--- src/rtl/noc_local_arbiter.sv ---
// Packet-atomic round-robin arbiter that merges N_REQ AXI-Stream requesters onto the local
// injection port. Define NOC_ARB_PKTCNT_EN to add per-requester saturating packet counters.
module noc_local_arbiter #(
  parameter int unsigned BW    = 32,
  parameter int unsigned BWB   = BW / 8,
  parameter int unsigned N_REQ = 2
) (
  input  logic                 clk_line,
  input  logic                 clk_line_rst_high,
  input  logic [N_REQ-1:0]     s_TVALID,
  input  logic [N_REQ-1:0]     s_TLAST,
  output logic [N_REQ-1:0]     s_TREADY,
  input  logic [N_REQ*BW-1:0]  s_TDATA,
  input  logic [N_REQ*BWB-1:0] s_TKEEP,
  output logic                 m_TVALID,
  input  logic                 m_TREADY,
  output logic [BW-1:0]        m_TDATA,
  output logic [BWB-1:0]       m_TKEEP,
  output logic                 m_TLAST,
  output logic [N_REQ-1:0]     grant,
  output logic                 busy
`ifdef NOC_ARB_PKTCNT_EN
  ,
  output logic [N_REQ*16-1:0]  pkt_cnt
`endif
);

  localparam int unsigned IW = $clog2(N_REQ);

  localparam logic [0:0] StIdle = 1'b0;
  localparam logic [0:0] StLock = 1'b1;

  logic [0:0]       state_q, state_d;
  logic [N_REQ-1:0] grant_q, grant_d;
  logic [IW-1:0]    ptr_q, ptr_d;
  logic [IW-1:0]    pick_idx, gidx;
  logic             last_xfer;

  // Round-robin pick: lowest valid index above the pointer wins, else lowest valid at or below.
  always_comb begin
    logic          hi_found;
    logic [IW-1:0] hi_idx, lo_idx;
    hi_found = 1'b0;
    hi_idx   = '0;
    lo_idx   = '0;
    for (int i = N_REQ - 1; i >= 0; i--) begin
      if (s_TVALID[i]) begin
        if (i > int'(ptr_q)) begin
          hi_found = 1'b1;
          hi_idx   = IW'(i);
        end else begin
          lo_idx = IW'(i);
        end
      end
    end
    pick_idx = hi_found ? hi_idx : lo_idx;
  end

  always_comb begin
    gidx = '0;
    for (int i = 0; i < N_REQ; i++) begin
      if (grant_q[i]) gidx = IW'(i);
    end
  end

  // grant_q is all-zero while idle, so the output mux is naturally quiet outside a lock.
  always_comb begin
    m_TDATA = '0;
    m_TKEEP = '0;
    for (int i = 0; i < N_REQ; i++) begin
      if (grant_q[i]) begin
        m_TDATA = s_TDATA[i*BW +: BW];
        m_TKEEP = s_TKEEP[i*BWB +: BWB];
      end
    end
  end

  assign m_TVALID  = |(grant_q & s_TVALID);
  assign m_TLAST   = |(grant_q & s_TLAST);
  assign s_TREADY  = grant_q & {N_REQ{m_TREADY}};
  assign last_xfer = m_TVALID & m_TREADY & m_TLAST;
  assign grant     = grant_q;
  assign busy      = (state_q == StLock);

  always_comb begin
    state_d = state_q;
    grant_d = grant_q;
    ptr_d   = ptr_q;
    case (state_q)
      StIdle: begin
        if (|s_TVALID) begin
          state_d           = StLock;
          grant_d           = '0;
          grant_d[pick_idx] = 1'b1;
        end
      end
      StLock: begin
        if (last_xfer) begin
          state_d = StIdle;
          grant_d = '0;
          ptr_d   = gidx;
        end
      end
      default: begin
        state_d = StIdle;
        grant_d = '0;
      end
    endcase
  end

  always_ff @(posedge clk_line or posedge clk_line_rst_high) begin
    if (clk_line_rst_high) begin
      state_q <= StIdle;
      grant_q <= '0;
      ptr_q   <= IW'(N_REQ - 1);
    end else begin
      state_q <= state_d;
      grant_q <= grant_d;
      ptr_q   <= ptr_d;
    end
  end

`ifdef NOC_ARB_PKTCNT_EN
  logic [N_REQ-1:0][15:0] cnt_q;

  always_ff @(posedge clk_line or posedge clk_line_rst_high) begin
    if (clk_line_rst_high) begin
      cnt_q <= '0;
    end else if (last_xfer && (cnt_q[gidx] != 16'hFFFF)) begin
      cnt_q[gidx] <= cnt_q[gidx] + 16'd1;
    end
  end

  assign pkt_cnt = cnt_q;
`else
  // Packet counters are compiled out in the default build.
`endif

endmodule

--- config.mk ---
export PLATFORM = sky130hd
export DESIGN_NAME = noc_local_arbiter
export DESIGN_NICKNAME = d
export VERILOG_FILES = /design/src/rtl/noc_local_arbiter.sv
export SDC_FILE = /design/constraint.sdc
export NUM_CORES = 1
export LEC_CHECK = 0
export ABC_CLOCK_PERIOD_IN_PS = 1600
export BUFFER_PORTS_ARGS = -buffer_cell sky130_fd_sc_hd__buf_2
export CAP_MARGIN = 30
export CORE_MARGIN = 2
export CORE_UTILIZATION = 24
export DETAILED_ROUTE_END_ITERATION = 7
export GPL_TIMING_DRIVEN = 0
export HOLD_SLACK_MARGIN = 0.03
export PLACE_DENSITY = 0.91
export SETUP_SLACK_MARGIN = 0.4
export SLEW_MARGIN = 5
export SYNTH_ARGS = -nofsm -noshare
export SYNTH_HDL_FRONTEND = slang
export SYNTH_SLANG_ARGS = --single-unit
--- constraint.sdc ---
create_clock -name clk_line -period 1.6 [get_ports clk_line]
set_input_delay 0.16 -clock clk_line [delete_from_list [all_inputs] [get_ports clk_line]]
set_output_delay 0.16 -clock clk_line [all_outputs]
set_load 0.01 [all_outputs]
* Yosys cells after proc, flatten, opt, wreduce, memory -nomap -nowiden
Cells that the tools add are included.
** Cells by class
- Magnitude comparators :: 3
- Equality and inequality tests :: 2
- Mux-type cells :: 19
- Bitwise gates (word level) :: 6
- Reductions and logical operators :: 6
** Operators with widths (number)
- 2-to-1 mux 32 bit :: 2
- 2-to-1 mux 1 bit :: 10
- 2-to-1 mux 4 bit :: 2
- bitwise AND 2 bit :: 3
- OR reduction 2 bit :: 3
- 2-to-1 mux 2 bit :: 2
- case mux 2 bit (2 select lines) :: 1
- AND reduction 2 bit :: 2
- bitwise AND 1 bit :: 2
- less-than comparator 1 x 2 -> 1 bit, second input constant :: 1
- inequality test 2 x 1 -> 1 bit, second input constant :: 1
- inequality test 2 bit, second input constant :: 1
- case mux 1 bit (2 select lines) :: 1
- demux 1 bit (select 1 bit) :: 1
- greater-or-equal comparator 1 bit, second input constant :: 1
- > comparator 1 bit, first input constant :: 1
- logical AND 1 bit :: 1
- inverter 1 bit :: 1
** Word-level totals
- Register bits :: 4
- Bits of input ports :: 79
- Output and inout port bits :: 43
- Logic and storage cells :: 39

* Depth between registers and ports, before layout
Gate-level depths: netlist of run 1.
- Depth in word-level cells :: 11
- Depth in mapped cells :: 5
- Gate-level depth less buffers :: 3

* Worst setup path before layout of run 1
No wires, ideal clock.
- Path kind :: register to register
- Start point :: register grant_q[1] (netlist: grant[1])
- End point :: register ptr_q
- Setup time :: 0.082 ns
- Arrival time :: 1.226 ns
- Data required time :: 1.518 ns
- Path slack :: 0.292 ns
- Cell stages (with the launch flop) :: 5
- Path buffers :: 1
- Period minus slack after synthesis :: 1.308 ns
- Cells stage by stage :: dfrtp_1 > buf_2 > a22o_1 > and4_4 > mux2_4
** Between the ends
- Elaborated cells on any way between the ends :: 8
- Those cells by class :: mux: 1; bitwise: 4; reduce/logical: 3
** RTL lines
- start: declaration :: line 34 : logic [N_REQ-1:0] grant_q, grant_d;
- start signal: assignment :: line 118 : grant_q <= grant_d;
- bitwise AND 2 bit :: line 79 : assign m_TLAST = |(grant_q & s_TLAST);
- OR reduction 2 bit :: line 79
- via m_TLAST :: line 19 : output logic m_TLAST,
- bitwise AND 1 bit :: line 81 : assign last_xfer = m_TVALID & m_TREADY & m_TLAST;
- AND reduction 2 bit (no line)
- end signal: assignment :: line 115 : ptr_q <= IW'(N_REQ - 1);
- end signal: assignment :: line 119 : ptr_q <= ptr_d;
- end: declaration :: line 35 : logic [IW-1:0] ptr_q, ptr_d;
The timed path passes the listed nets, and every way through them passes these cells.
A chain may end at the register's enable or synchronous reset.

* Worst setup path in the final report of run 1
- Start point :: register grant_q[1] (netlist: grant[1])
- End point :: output m_TDATA[20]
** Between the ends
- Cells in the longest elaborated chain, start to end :: 1
** RTL lines
- 2-to-1 mux 32 bit :: line 71 : if (grant_q[i]) begin
- end: declaration :: line 17 : output logic [BW-1:0] m_TDATA,
No other way between the ends.

==> flow_summary_export.csv, run 1 <==
group,metric,value,unit
outcome,outcome,"finished clean",
final_layout,final_common_cell,"buf_2",
global_route,grt_pass1_wl,4240,um
pwr,clkPwrFrac,5.7,%
cts,htreeDepth,1,
cts,max-clock-path-buffers,2,
cts,cts.sinks,4,
placement,hpwl,2530,um
yosys,synth_top_family_by_area,"compound AO/OA/AOI/OAI gates",
yosys,synth.net_count,146,
sta,min_period_over_period,96.3,%
worst_setup_path,path_cells,"buf_6 -> nor2b_4 -> buf_6 -> buf_6 -> a22o_1 -> buf_2",
worst_setup_path,crit_family,"buffers and inverters",
detailed_routing,vias,1098,
detailed_routing,ant_nets,0,
worst_setup_path,cp-end-kind,"output pin",
global_route,antenna_found_initial,0,
yosys,yosys.area_share.simple,9.03,%
final_layout,drive_gt1_share,74.6,%
floorplanning,ios,122,
yosys,synth_compound_area_share,61.7,%
sta,fin_skew,2.84,ps
pwr,p_leak,0.894,nW
final_layout,layout_common_cells,"119 x buf_2, 38 x a22o_1, 19 x buf_6",
final_layout,finalNonFillerCells,233,
cts,numCtsBuffers,3,
cts,cts.clk_slew.worst_paths,40,ps
floorplanning,row_count,17,
worst_setup_path,cp_max_fo,5,
worst_setup_path,r2r-start,"grant[1]",
final_layout,syn2layout_area_growth,153,%
sta,rsz0062_at_grt,"yes",
sta,tightest_slew,390,ps
pwr,power_density,1600,mW/mm2
worst_setup_path,cp_data_arrival_time,1380,ps
sta,finalMaxSlewViolations,0,
yosys,synth-seq-cells,4,
sta,timing.setup.tns,0,ps
pwr,p_comb_share,86.8,%
detailed_routing,routedWlPerCell,13.8,um
yosys,syn_area,582,um2
detailed_routing,drc,0,
detailed_routing,first_iter_violations,9,
yosys,synth_adder_area_share,0,%
hold_path,min-delay-start,"s_TVALID[0]",
global_route,grt_pass1_vias,1007,
pwr,p_sw,0.987,mW
cts,clk_latency,230,ps
yosys,synthMuxAreaShare,2.58,%
worst_setup_path,max_stage_delay,380,ps
yosys,synth_area_per_cell,8.68,um2
pwr,netSwitchingFraction,41.8,%
sta,fin_crit,1540,ps
worst_setup_path,crit_start,"grant[1]",
cts,cts-root-buf,"clkbuf_4",
yosys,synthDistinctLibCells,19,
sta,finalHoldViolCount,0,
final_layout,antennaDiodeCount,0,
job,cap_violations,0,
yosys,synthXorXnorAreaFrac,0,%
worst_setup_path,path_buf_inv,4,
pwr,intPower,1.37,mW
global_route,grt_max_degree,12,
pwr,vdd_drop_max,0.874,mV
hold_path,hold_class,"in -> reg",
sta,finalSetupViolCount,0,
detailed_routing,routed_wirelength,3230,um
final_layout,nNetsFinal,285,
floorplanning,die_height,53.2,um
worst_setup_path,crit_slowest_cell,"dfrtp_1",
placement,gp_congestion,0.825,
floorplanning,die_area,0.00283,mm2
placement,numPortBuffers,121,
worst_setup_path,cp_common_cell,"buf_6",
detailed_routing,viasPerCell,4.71,
placement,dp_cells,216,
global_route,grt.total_usage,20.4,%
pwr,seqPwrFrac,7.5,%
worst_setup_path,path_class,"reg -> out",
sta,fmax,649,MHz
yosys,ys_seq_area_share,17.4,%
pwr,total_power,2.36,mW
sta,relSlewSlack,73.8,%
yosys,yosysWarnings,0,
floorplanning,coreArea,0.00225,mm2
floorplanning,die_x,53.2,um
floorplanning,start_util,25.8,%
worst_setup_path,cp-start-kind,"flop",
global_route,grt_overflow,0,
worst_setup_path,required,1440,ps
cts,cts_tree,"yes",
yosys,synth_cells,67,
detailed_routing,dr.pass1.iters,4,
[sequential cells by signal (all words and copies together) (netlist names)]
register and count:
busy 1, grant 2, ptr_q 1
[cells in the mapped netlist]
library cell | n | area share [%]
a22o_1 | 38 | 57
buf_2 | 7 | 6.0
dfrtp_1 | 3 | 13
and2_1 | 2 | 2.2
clkbuf_1 | 2 | 1.3
nand2_1 | 2 | 1.3
a21boi_0 | 1 | 1.3
and4_4 | 1 | 1.9
buf_4 | 1 | 1.3
dfstp_2 | 1 | 4.5
inv_1 | 1 | 0.64
mux2_4 | 1 | 2.6
nand2b_1 | 1 | 1.1
nor2_1 | 1 | 0.64
nor2b_1 | 1 | 1.1
nor3_1 | 1 | 0.86
o21ai_1 | 1 | 0.86
o21bai_1 | 1 | 1.3
o22ai_1 | 1 | 1.1
[worst reg2reg max path: cells and delay by family, from the launching register on]
kind                   cells  cell delay [ps]
muxes                      1              290
AOI/OAI and AO/OA          1              210
and+or+nand+nor            1              210
DFF                        1              380
buffers and inverters      3              380
[final cells by class]
cell class / count / area, um2
fill: 209 / 785
timing repair buffer: 134 / 756
multi-input combinational: 52 / 452
sequential: 4 / 101
buffer: 10 / 96.3
tap: 28 / 35.0
clock buffer: 4 / 26.3
inverter: 1 / 3.75
[routing by layer]
metal / routed length, um / vias up / track usage, %
met4: 0 / 0 / 6.41
li1: - / 555 / -
met3: 293 / 0 / 5.37
met5: 0 / - / 0
met2: 1880 / 54 / 40.9
met1: 1050 / 489 / 19.6
[stage by stage]
| step | hold slack (ps) | util (%) | cell area [um2] | setup slack (ps) |
|---|---|---|---|---|
| finish | 250 | 65.2 | 1470 | 58.8 |
| global route | 241 | 65.2 | 1470 | -35.7 |
| CTS | 211 | 62.5 | 1410 | 40.6 |
| detailed placement | 44.5 | 55.2 | 1240 | 203 |
| global placement | 43.6 | 55.2 | 1240 | 202 |
| floorplan | -74.6 | - | 603 | 293 |
[worst paths after layout]
check	endpoint	slack, ps	cells after the start
setup / recovery	m_TDATA[20]	60	6
hold / removal	busy	250	3
setup reg to reg	ptr_q	70	6
hold reg to reg	ptr_q	630	1
max in group asynchronous	ptr_q	1020	3
min in group asynchronous	busy	350	3
[power by group through the flow]
stage | clock network (mW) | registers, mW | logic (mW)
4_1_cts | 0.146 | 0.175 | 1.93
3_3_place_gp | 0 | 0.181 | 1.61
3_5_place_dp | 0 | 0.182 | 1.62
5_1_grt | 0.163 | 0.182 | 2.22
2_1_floorplan | 0 | 0.184 | 1.01
6_report | 0.136 | 0.177 | 2.05
[what timing repair did]
| item | in CTS | in global routing |
|---|---|---|
| gates cloned | 5 | 0 |
| pin swaps | 6 | 9 |
| hold buffers | 1 | 0 |
| endpoints found under the setup margin | 41 | 44 |
| hold endpoints to repair | 4 | 0 |
| setup buffers | 5 | 2 |
| gates resized for setup | 22 | 10 |
[cells by family (layout without fill, tap and decap cells)]
kind of cell           Yosys count  after routing
and+or+nand+nor                  9              9
DFF                              4              4
buffers and inverters           11            149
AOI/OAI and AO/OA               42             42
muxes                            1              1
(Power assumes the default switching activity.)
==> inputs of run 2 (changes only) <==
--- a/config.mk
+++ b/config.mk
@@ -13,7 +13,7 @@
 export DETAILED_ROUTE_END_ITERATION = 7
 export GPL_TIMING_DRIVEN = 0
 export HOLD_SLACK_MARGIN = 0.03
-export PLACE_DENSITY = 0.91
+export PLACE_DENSITY = 0.78
 export SETUP_SLACK_MARGIN = 0.4
 export SLEW_MARGIN = 5
 export SYNTH_ARGS = -nofsm -noshare
==> flow_summary_export.csv, run 2 (synthesis gave the netlist of run 1 again) <==
group,metric,value,unit
floorplanning,coreArea,0.00225,mm2
cts,numCtsBuffers,3,
worst_setup_path,crit_start,"grant[1]",
final_layout,nFillCells,191,
detailed_routing,ant_nets,0,
sta,finalSetupViolCount,0,
pwr,netSwitchingFraction,42.1,%
worst_setup_path,r2r-start,"grant[0]",
final_layout,finalCoreUtilization,66.1,%
placement,hpwl,2630,um
worst_setup_path,crit_slowest_cell,"dfrtp_1",
sta,fin_crit,1560,ps
pwr,p_sw,1.02,mW
final_layout,layout_common_cells,"120 x buf_2, 38 x a22o_1, 11 x buf_6, 11 x buf_4",
pwr,intPower,1.39,mW
detailed_routing,vias,1131,
detailed_routing,viasPerCell,4.79,
cts,clk_latency,240,ps
sta,rsz0062_at_grt,"yes",
worst_setup_path,reg2reg_depth,5,
cts,max-clock-path-buffers,2,
floorplanning,die_x,53.2,um
final_layout,nNetsFinal,288,
global_route,antenna_found_initial,0,
final_layout,multi_input_area,457,um2
detailed_routing,drc,0,
sta,holdWs,211,ps
sta,fmax,642,MHz
pwr,p_leak,0.909,nW
worst_setup_path,cp_data_arrival_time,1400,ps
placement,dpl-instance-area,0.00124,mm2
global_route,grt_pass1_vias,1047,
pwr,p_comb_share,86.6,%
hold_path,min-delay-start,"s_TVALID[0]",
placement,gp_congestion,0.758,
worst_setup_path,crit_path_end,"m_TDATA[3]",
worst_setup_path,cp-start-kind,"flop",
sta,timing.setup.tns,0,ps
floorplanning,row_count,17,
outcome,outcome,"finished clean",
sta,finalHoldViolCount,0,
floorplanning,die_height,53.2,um
cts,htreeDepth,1,
worst_setup_path,max_stage_delay,390,ps
pwr,power_density,1620,mW/mm2
final_layout,drive_gt1_share,75.5,%
pwr,vdd_drop_max,0.996,mV
worst_setup_path,required,1440,ps
worst_setup_path,rrSetupSlack,130,ps
detailed_routing,dr.pass1.iters,3,
hold_path,hold_class,"in -> reg",
hold_path,whs_path_depth,3,
detailed_routing,first_iter_violations,13,
global_route,grt_max_degree,11,
sta,min_period_over_period,97.3,%
final_layout,seq_area,101,um2
detailed_routing,routed_wirelength,3360,um
final_layout,antennaDiodeCount,0,
cts,cts-root-buf,"clkbuf_4",
job,cap_violations,0,
cts,cts.sinks,4,
final_layout,syn2layout_area_growth,156,%
sta,fin_skew,3.22,ps
worst_setup_path,reg2reg_to,"ptr_q",
final_layout,final_design_area_no_fill,0.00149,mm2
global_route,grt_overflow,0,
worst_setup_path,path_cells,"buf_6 -> nor2b_4 -> buf_2 -> buf_4 -> a22o_1 -> buf_2",
worst_setup_path,cp_common_cell,"buf_2",
cts,cts.clk_slew.worst_paths,40,ps
final_layout,largest_register_ffs,2,
sta,finalMaxSlewViolations,0,
global_route,grt.total_usage,22.3,%
pwr,total_power,2.41,mW
final_layout,final_common_cell,"buf_2",
floorplanning,die_area,0.00283,mm2
pwr,seqPwrFrac,7.5,%
worst_setup_path,cp_max_fo,6,
floorplanning,start_util,25.8,%
placement,numPortBuffers,121,
pwr,clkPwrFrac,5.9,%
detailed_routing,routedWlPerCell,14.2,um
global_route,grt_pass1_wl,4570,um
floorplanning,ios,122,
worst_setup_path,path_class,"reg -> out",
sta,tightest_slew,321,ps
sta,relSlewSlack,78.4,%
worst_setup_path,cp-end-kind,"output pin",
cts,cts_tree,"yes",
run 2: stage by stage:
| stage | setup slack [ps] | instances |
|---|---|---|
| finish | 42.7 | 236 |
| detailed placement | 160 | 216 |
| global placement | 201 | 216 |
| global route | -39.0 | 236 |
| floorplan | 293 | 67 |
| CTS | 23.8 | 232 |
run 2: power groups by stage:
stage	clock network [mW]	registers, mW	logic [mW]
6_report	0.142	0.182	2.09
5_1_grt	0.155	0.186	2.26
4_1_cts	0.147	0.178	1.99
3_5_place_dp	0	0.185	1.63
3_3_place_gp	0	0.181	1.61
2_1_floorplan	0	0.184	1.01
run 2: area by class of cell:
class                      count  area share [%]
sequential                     4            6.80
buffer                        10            6.47
timing repair buffer         137            51.7
clock buffer                   4            1.76
tap                           28            2.35
inverter                       1           0.252
multi-input combinational     52            30.6
run 2: worst min path at each step:
stage | end | slack (ps)
floorplan | busy | -70
global placement | grant[0] | 40
detailed placement | grant[0] | 50
CTS | busy | 210
global route | busy | 220
finish | busy | 210
run 2: what timing repair did:
| item | 4_1_cts | 5_1_grt |
|---|---|---|
| setup buffers | 6 | 4 |
| hold buffers | 1 | 0 |
| endpoints found under the setup margin | 42 | 43 |
| pin swaps | 3 | 5 |
| endpoints found under the hold margin | 4 | 0 |
| cloned | 5 | 0 |
| gates resized for setup | 21 | 4 |
run 2: worst max-delay path: cells and delay by family, from the launching register on:
kind	cells	cell delay, ps
simple gates	1	120
compound gates	1	110
buf+inv	4	530
flops	1	390
run 2: metal layers:
| metal | up-vias | part of all wire, % | track usage, % |
|---|---|---|---|
| met2 | 60 | 57 | 47.5 |
| li1 | 557 | - | - |
| met3 | 4 | 8.5 | 3.67 |
| met4 | 0 | 1.0 | 7.26 |
| met1 | 510 | 34 | 20.1 |
| met5 | - | 0 | 0 |
==> inputs of run 3 (changes only) <==
--- a/config.mk
+++ b/config.mk
@@ -5,7 +5,7 @@
 export SDC_FILE = /design/constraint.sdc
 export NUM_CORES = 1
 export LEC_CHECK = 0
-export ABC_CLOCK_PERIOD_IN_PS = 1600
+export ABC_CLOCK_PERIOD_IN_PS = 1500
 export BUFFER_PORTS_ARGS = -buffer_cell sky130_fd_sc_hd__buf_2
 export CAP_MARGIN = 30
 export CORE_MARGIN = 2
==> constraint.sdc (replaced) <==
create_clock -name clk_line -period 1.5 [get_ports clk_line]
set_input_delay 0.15 -clock clk_line [delete_from_list [all_inputs] [get_ports clk_line]]
set_output_delay 0.15 -clock clk_line [all_outputs]
set_load 0.01 [all_outputs]
==> flow_summary_export.csv, run 3 (synthesis gave the netlist of run 1 again) <==
group,metric,value,unit
final_layout,layout_common_cells,"120 x buf_2, 38 x a22o_1, 10 x buf_6",
worst_setup_path,reg2reg_to,"ptr_q",
worst_setup_path,cp-end-kind,"output pin",
sta,tightest_slew,380,ps
final_layout,largest_register_ffs,2,
cts,max-clock-path-buffers,2,
pwr,netSwitchingFraction,43.2,%
worst_setup_path,cp-start-kind,"flop",
global_route,grt_pass1_vias,1002,
detailed_routing,vias,1110,
detailed_routing,ant_nets,0,
global_route,grt_overflow,0,
hold_path,whs_path_depth,3,
floorplanning,die_x,53.2,um
worst_setup_path,cp_data_arrival_time,1400,ps
job,cap_violations,0,
floorplanning,coreArea,0.00225,mm2
pwr,vdd_drop_max,1.11,mV
sta,finalMaxSlewViolations,0,
global_route,grt_pass1_wl,4320,um
worst_setup_path,crit_start,"grant[1]",
detailed_routing,viasPerCell,4.87,
detailed_routing,routedWlPerCell,13.6,um
final_layout,antennaDiodeCount,0,
pwr,p_comb_share,85.5,%
outcome,violations,"setup timing",
global_route,grt.total_usage,20.7,%
cts,cts.clk_slew.worst_paths,40,ps
placement,gp_congestion,0.848,
floorplanning,row_count,17,
sta,fin_skew,3.92,ps
worst_setup_path,reg2reg_depth,5,
sta,relSlewSlack,74.4,%
cts,cts.sinks,4,
final_layout,nFillCells,191,
worst_setup_path,crit_path_end,"m_TDATA[22]",
floorplanning,die_height,53.2,um
cts,htreeDepth,1,
final_layout,final_common_cell,"buf_2",
placement,numPortBuffers,121,
worst_setup_path,r2r-start,"grant[1]",
pwr,seqPwrFrac,8.2,%
sta,finalHoldViolCount,0,
placement,place_ws,106,ps
detailed_routing,dr.pass1.iters,4,
global_route,grt_max_degree,12,
final_layout,syn2layout_area_growth,138,%
final_layout,drive_gt1_share,72.5,%
sta,rsz0062_at_grt,"yes",
pwr,p_leak,0.851,nW
sta,fin_crit,1550,ps
sta,min_period_over_period,103,%
cts,cts-root-buf,"clkbuf_4",
cts,cts_tree,"yes",
detailed_routing,routed_wirelength,3110,um
floorplanning,ios,122,
sta,fmax,646,MHz
detailed_routing,first_iter_violations,17,
hold_path,hold_class,"in -> reg",
floorplanning,die_area,0.00283,mm2
placement,hpwl,2460,um
floorplanning,start_util,25.8,%
cts,clk_latency,230,ps
worst_setup_path,required,1350,ps
sta,timing.setup.tns,-553,ps
detailed_routing,drc,0,
cts,numCtsBuffers,3,
global_route,antenna_found_initial,0,
sta,post-route-worst-setup-slack,-47.9,ps
worst_setup_path,rrSetupSlack,80,ps
outcome,outcome,"finished with violations",
worst_setup_path,cp_max_fo,6,
pwr,power_density,1650,mW/mm2
worst_setup_path,path_class,"reg -> out",
sta,finalSetupViolCount,34,
pwr,p_sw,0.992,mW
pwr,clkPwrFrac,6.3,%
pwr,intPower,1.30,mW
final_layout,nNetsFinal,280,
-- run 3: cell type report --
cell class / instances / area (um2) / share of cell area (%)
Inverter: 1 / 3.75 / 0.271
Tap cell: 28 / 35.0 / 2.53
Multi-Input combinational cell: 52 / 444 / 32.0
Clock buffer: 4 / 26.3 / 1.90
Sequential cell: 4 / 101 / 7.31
Buffer: 10 / 93.8 / 6.77
Timing Repair Buffer: 129 / 682 / 49.2
-- run 3: power by group through the flow --
stage	sequential, mW	clock [mW]	combinational, mW
global placement	0.194	0	1.70
floorplan	0.196	0	1.08
global route	0.191	0.159	2.15
CTS	0.188	0.150	1.93
detailed placement	0.199	0	1.73
finish	0.188	0.144	1.96
-- run 3: worst max-delay path, cell delays in order, from the launching register on --
cell	delay [ps]
dfrtp_1	370
buf_6	130
nor2b_1	100
buf_4	160
buf_6	120
a22o_1	150
buf_2	130
-- run 3: worst min path at each step --
stage          slack, ps               from    to
2_1_floorplan        -80  clk_line_rst_high  busy
3_3_place_gp          30  clk_line_rst_high  busy
3_5_place_dp          40  clk_line_rst_high  busy
4_1_cts              210        s_TVALID[0]  busy
5_1_grt              250        s_TVALID[1]  busy
6_report             240        s_TVALID[0]  busy
-- run 3: through the flow --
stage	instances	hold slack (ps)	instance area (um2)	power [mW]	util, %
floorplan	67	-84.6	606	1.28	-
detailed placement	216	36.7	1250	1.93	55.3
finish	228	244	1390	2.29	61.5
global placement	216	29.3	1250	1.89	55.3
CTS	227	211	1360	2.27	60.5
global route	228	245	1390	2.50	61.5
-- run 3: repair_timing --
item	CTS	global route
setup endpoints to repair	44	44
hold buffers	1	0
buffers inserted	4	1
endpoints found under the hold margin	4	0
resized for setup	12	5
pin swaps	5	1
cloned	2	0
-- run 3: metal layers --
layer	share of wire (%)	global-route usage (%)	up-vias	wire [um]
met3	8.6	2.26	4	267
met1	36	21.2	497	1130
met5	0	0	-	0
met2	54	42.4	68	1680
li1	-	-	541	-
met4	0.97	5.98	0	30
